## config.mk

```make
export PLATFORM = sky130hd
export DESIGN_NAME = fmul_s3
export DESIGN_NICKNAME = d
export VERILOG_FILES = /design/src/rtl/fmul_s3.sv
export SDC_FILE = /design/constraint.sdc
export NUM_CORES = 1
export LEC_CHECK = 0
export BUFFER_PORTS_ARGS = -buffer_cell sky130_fd_sc_hd__buf_2
export CAP_MARGIN = 10
export CORE_MARGIN = 4
export CORE_UTILIZATION = 50
export CTS_CLUSTER_DIAMETER = 200
export DETAILED_ROUTE_END_ITERATION = 16
export PLACE_DENSITY = 0.72
export SETUP_SLACK_MARGIN = 0.3
export SLEW_MARGIN = 20
export SYNTH_ARGS = -nofsm -noshare
export SYNTH_HDL_FRONTEND = slang
export SYNTH_SLANG_ARGS = --single-unit
```

## constraint.sdc

```tcl
create_clock -name clk -period 10.85 [get_ports clk]
set_input_delay 2.17 -clock clk [delete_from_list [all_inputs] [get_ports clk]]
set_output_delay 2.17 -clock clk [all_outputs]
set_load 0.01 [all_outputs]
```

## src/rtl/fmul_s3.sv

```systemverilog
// fmul_s3: final stage of the pipelined FP multiplier - normalize, round, pack and flag the product.
// Define FMUL_S3_SKID_BUF_EN for a 2-entry skid buffer with a registered in_ready_o; default is a 1-entry stage.
module fmul_s3 #(
    parameter int EXPWIDTH  = 8,
    parameter int PRECISION = 24
) (
    input  logic                          clk,
    input  logic                          rst,
    input  logic                          in_valid_i,
    output logic                          in_ready_o,
    input  logic                          in_special_case_valid_i,
    input  logic                          in_special_case_nan_i,
    input  logic                          in_special_case_inf_i,
    input  logic                          in_special_case_inv_i,
    input  logic                          in_special_case_haszero_i,
    input  logic                          in_earyl_overflow_i,
    input  logic                          in_prod_sign_i,
    input  logic [EXPWIDTH:0]             in_shift_amt_i,
    input  logic [EXPWIDTH:0]             in_exp_shifted_i,
    input  logic                          in_may_be_subnormal_i,
    input  logic [2:0]                    in_rm_i,
    input  logic [2*PRECISION-1:0]        in_prod_i,
    output logic                          out_valid_o,
    input  logic                          out_ready_i,
    output logic [EXPWIDTH+PRECISION-1:0] result_o,
    output logic [4:0]                    fflags_o
);

    localparam int W  = 2 * PRECISION;
    localparam int RW = EXPWIDTH + PRECISION;
    localparam int FW = PRECISION - 1;
    localparam int XW = EXPWIDTH + 2;

    logic [W-1:0]  s;
    logic [XW-1:0] exp_pre;
    logic [XW-1:0] exp_rnd;
    logic [FW-1:0] frac;
    logic [FW-1:0] frac_rnd;
    logic [FW:0]   frac_sum;
    logic          guard;
    logic          sticky;
    logic          inexact;
    logic          round_up;
    logic          overflow;
    logic          to_inf;
    logic          tiny;
    logic [RW-1:0] res_c;
    logic [4:0]    flg_c;
    logic          in_fire;
    logic          out_fire;

    assign s        = in_prod_i << in_shift_amt_i;
    assign in_fire  = in_valid_i && in_ready_o;
    assign out_fire = out_valid_o && out_ready_i;

    // The product's leading one sits at bit W-1 or W-2; the other one is the hidden bit.
    always_comb begin
        exp_pre = '0;
        frac    = '0;
        guard   = 1'b0;
        sticky  = 1'b0;
        if (s[W-1]) begin
            exp_pre = XW'(in_exp_shifted_i) + XW'(1);
            frac    = s[W-2 -: FW];
            guard   = s[PRECISION-1];
            sticky  = |s[PRECISION-2:0];
        end else begin
            exp_pre = XW'(in_exp_shifted_i);
            frac    = s[W-3 -: FW];
            guard   = s[PRECISION-2];
            sticky  = |s[PRECISION-3:0];
        end
    end

    always_comb begin
        inexact  = guard | sticky;
        round_up = 1'b0;
        to_inf   = 1'b1;
        case (in_rm_i)
            3'd1: begin round_up = 1'b0;                       to_inf = 1'b0;            end
            3'd2: begin round_up = in_prod_sign_i & inexact;   to_inf = in_prod_sign_i;  end
            3'd3: begin round_up = !in_prod_sign_i & inexact;  to_inf = !in_prod_sign_i; end
            3'd4: begin round_up = guard;                      to_inf = 1'b1;            end
            default: begin round_up = guard & (sticky | frac[0]); to_inf = 1'b1;        end
        endcase
    end

    // A carry out of the fraction wraps it to zero and bumps the exponent.
    always_comb begin
        frac_sum = {1'b0, frac} + {{FW{1'b0}}, round_up};
        frac_rnd = frac_sum[FW-1:0];
        exp_rnd  = exp_pre + {{(XW-1){1'b0}}, frac_sum[FW]};
        overflow = (exp_rnd >= XW'((1 << EXPWIDTH) - 1)) || in_earyl_overflow_i;
        tiny     = in_may_be_subnormal_i && (exp_rnd == '0);
    end

    always_comb begin
        res_c = '0;
        flg_c = '0;
        if (in_special_case_valid_i) begin
            if (in_special_case_nan_i) begin
                res_c = {1'b0, {EXPWIDTH{1'b1}}, 1'b1, {(FW-1){1'b0}}};
            end else if (in_special_case_inf_i) begin
                res_c = {in_prod_sign_i, {EXPWIDTH{1'b1}}, {FW{1'b0}}};
            end else begin
                res_c = {in_prod_sign_i, {(RW-1){1'b0}}};
            end
            flg_c = {in_special_case_inv_i, 4'b0000};
        end else if (overflow) begin
            if (to_inf) begin
                res_c = {in_prod_sign_i, {EXPWIDTH{1'b1}}, {FW{1'b0}}};
            end else begin
                res_c = {in_prod_sign_i, {(EXPWIDTH-1){1'b1}}, 1'b0, {FW{1'b1}}};
            end
            flg_c = 5'b00101;
        end else begin
            res_c = {in_prod_sign_i, exp_rnd[EXPWIDTH-1:0], frac_rnd};
            flg_c = {3'b000, tiny & inexact, inexact};
        end
    end

`ifdef FMUL_S3_SKID_BUF_EN
    logic [RW-1:0] ent_res [2];
    logic [4:0]    ent_flg [2];
    logic          rd_ptr;
    logic          wr_ptr;
    logic [1:0]    count_q;
    logic [1:0]    count_nxt;
    logic          full_q;

    always_comb begin
        count_nxt = count_q;
        case ({in_fire, out_fire})
            2'b10:   count_nxt = count_q + 2'd1;
            2'b01:   count_nxt = count_q - 2'd1;
            default: count_nxt = count_q;
        endcase
    end

    // Ready is registered from the next occupancy so out_ready_i never reaches in_ready_o.
    always_ff @(posedge clk) begin
        if (rst) begin
            for (int i = 0; i < 2; i++) begin
                ent_res[i] <= '0;
                ent_flg[i] <= '0;
            end
            rd_ptr  <= 1'b0;
            wr_ptr  <= 1'b0;
            count_q <= '0;
            full_q  <= 1'b0;
        end else begin
            if (in_fire) begin
                ent_res[wr_ptr] <= res_c;
                ent_flg[wr_ptr] <= flg_c;
                wr_ptr          <= ~wr_ptr;
            end
            if (out_fire) begin
                rd_ptr <= ~rd_ptr;
            end
            count_q <= count_nxt;
            full_q  <= (count_nxt == 2'd2);
        end
    end

    assign in_ready_o  = !full_q;
    assign out_valid_o = (count_q != 2'd0);
    assign result_o    = ent_res[rd_ptr];
    assign fflags_o    = ent_flg[rd_ptr];
`else
    logic          valid_q;
    logic [RW-1:0] res_q;
    logic [4:0]    flg_q;

    // A new entry may overwrite the held one in the same cycle it drains.
    always_ff @(posedge clk) begin
        if (rst) begin
            valid_q <= 1'b0;
            res_q   <= '0;
            flg_q   <= '0;
        end else if (in_fire) begin
            valid_q <= 1'b1;
            res_q   <= res_c;
            flg_q   <= flg_c;
        end else if (out_ready_i) begin
            valid_q <= 1'b0;
        end
    end

    assign in_ready_o  = !valid_q || out_ready_i;
    assign out_valid_o = valid_q;
    assign result_o    = res_q;
    assign fflags_o    = flg_q;
`endif

endmodule

```

==> flow_summary.yaml <==
layout:
  fin_cells: 1162
  finalNetCount: 1072
  diodes: 0
  finish.instance_area_um2: 7720
  final_common_cell: "buf_2"
  final_cell_mix: "buf_2 (116), nand2_1 (107), nor2_1 (67)"
  syn2layout_area_growth_pct: 11.3
  utilization: 0.576
  drive_gt1_frac: 0.219
power_and_ir_drop:
  irDropWorstVdd_mv: 0.0748
  p_per_area_nw_per_um2: 78.7
  p_leak_nw: 2.84
  p_int_mw: 0.376
  p_seq_frac: 0.239
  switching_share: 0.381
  switchingPower_mw: 0.231
  comb_power_share: 0.447
  clockPowerShare: 0.314
  total_power_mw: 0.608
global_routing:
  grt_antenna_before_repair: 0
  grt_pass1_vias: 7349
  grt_start_max_net_pins: 49
  grt_pass1_wl_um: 40200
  grt_usage: 0.306
  grt_overflow: 0
floorplanning:
  dieArea_um2: 15800
  core_area_um2: 13400
  die_y_um: 126
  initial_utilization: 0.517
  io_pins: 120
  chipWidth_um: 126
  fp-row-count: 42
synthesis:
  synth_edf_count: 0
  ys_types: 96
  synth_nets: 1005
  synth_flop_cell: "dfxtp_1"
  synth_area_leaders: "dfxtp_1 (11%), mux4_2 (10%), mux2i_1 (8.2%)"
  synth_area_um2: 6930
  avgSynthCellArea_um2: 7.55
  ys_ff_latch: 37
  synth_cells: 918
  netlist.top_cell.by_area: "dfxtp_1"
  yosys.area.top_type_share: 0.107
  ys_async_sr_fraction: 0
  yosysSeqAreaShare: 0.107
  synth_warnings: 0
placed_design:
  dp_hpwl_um: 20100
  place_inst: 1154
  port-buffer-count: 117
  gp_congestion: 1.04
  pre_cts_slack_ns: 1.01
  placed_area_um2: 7520
timing:
  setup_slack_ns: 1.11
  hold_viol_final: 0
  clock.fmax_ghz: 0.103
  fin_crit_sh: 0.898
  finalSetupViolations: 0
  min_period_ns: 9.74
  hold_ws_ns: 0.449
  tns_ns: 0
  report.final.slew_viol_count: 0
  slew_headroom: 0.278
  fin_skew_ns: 0.00607
  rsz0062_at_grt: "no"
  tightest_slew_ns: 1.06
clock_tree:
  hold_buffers: 0
  clk_latency_ns: 0.28
  cts_num_sinks: 37
  clock_path_buffers: 2
  clkTransAtPathRegs_ns: 0.06
  cts_root_buffer: "clkbuf_16"
  cts_setup_buffers: 0
  numCtsBuffers: 5
  cts_resized: 0
  cts_tree: "built"
  htreeDepth: 2
route:
  wire_per_inst_um: 21.9
  drt_drc_violations_left: 0
  vias: 8121
  viasPerCell: 6.99
  drt_pre_antenna_iters: 5
  finalWirelength_um: 25500
  drt_iter0_drc: 943
  antenna_left: 0
critical_path:
  start_kind: "input port"
  worstPathBufferInverterCount: 4
  crit_fanout: 26
  crit_required_ns: 11.03
  criticalPathCategory: "input port to flip-flop"
  critPathCaptureType: "flip-flop"
  cp.arrival_ns: 9.92
  cpPeakStageDelay_ns: 0.75
  r2r_setup_slack_ns: 8.16
  crit_slowest_cell: "or3b_1"
  cpLargestDelayFamily: "simple AND/OR/NAND/NOR gates"
run:
  cap_viol_max_count: 0
min_path:
  min-delay-path-class: "flip-flop to flip-flop"
run_status:
  status: "finished clean"
==> registers in the layout, indices dropped and copies added, names as in the netlist <==
register     flops
result_o        32
out_valid_o      1
fflags_o         4
==> worst paths after layout <==
| path | end | depth (start not counted) | from |
|---|---|---|---|
| worst max-delay path | result_o[7] | 28 | in_shift_amt_i[2] |
| worst min-delay path | result_o[15] | 2 | result_o[15] |
| worst max register to register | result_o[14] | 5 | out_valid_o |
| worst min register to register | result_o[15] | 2 | result_o[15] |
==> synth_stat cells, types with 15 or more instances <==
library cell / instances
nand2_1: 107
nor2_1: 67
mux2i_1: 57
a21oi_1: 56
o21ai_0: 50
clkbuf_1: 42
dfxtp_1: 37
nand3_1: 37
mux4_2: 32
nor3_1: 25
o22ai_1: 21
buf_2: 19
o221ai_1: 15
xnor2_1: 15
==> cells by family (layout without fill, tap and decap cells) <==
family	after synthesis	count (layout)	share of synthesized area
AO/OA/AOI/OAI	313	313	0.325
other	1	1	0.000541
flip-flops	37	37	0.107
buffers and inverters	92	160	0.0624
XOR/XNOR	24	24	0.0303
AND/OR/NAND/NOR	344	344	0.256
multiplexers	101	101	0.208
adder cells (fa/ha/maj)	6	6	0.0108
==> worst min-delay path, cell delays in order (launching register included) <==
cell and delay, ns:
dfxtp_1 0.32, nand2_1 0.05, o21ai_0 0.05
==> power groups by stage <==
| stage | Combinational [mW] | Clock (mW) | Sequential (mW) |
|---|---|---|---|
| 2_1_floorplan | 0.179 | 0 | 0.151 |
| 3_3_place_gp | 0.261 | 0 | 0.148 |
| 3_5_place_dp | 0.262 | 0 | 0.148 |
| 4_1_cts | 0.264 | 0.192 | 0.145 |
| 5_1_grt | 0.291 | 0.199 | 0.146 |
| 6_report | 0.271 | 0.191 | 0.145 |
==> final cells by class <==
cell class	count	area, um2
clock inverter	3	68.8
clock buffer	5	125
sequential	37	741
timing repair buffer	138	746
fill	1302	5680
multi-input combinational	789	5760
inverter	14	52.6
tap	176	220
==> layer usage <==
layer / routed length [um] / up-vias / part of all wire / track usage
met5: 0 / - / 0 / 0
met4: 782 / 0 / 0.031 / 0.0927
met3: 2320 / 55 / 0.091 / 0.0406
met2: 11300 / 474 / 0.44 / 0.475
met1: 11100 / 3818 / 0.43 / 0.445
li1: - / 3774 / - / -
(Power assumes the default switching activity.)
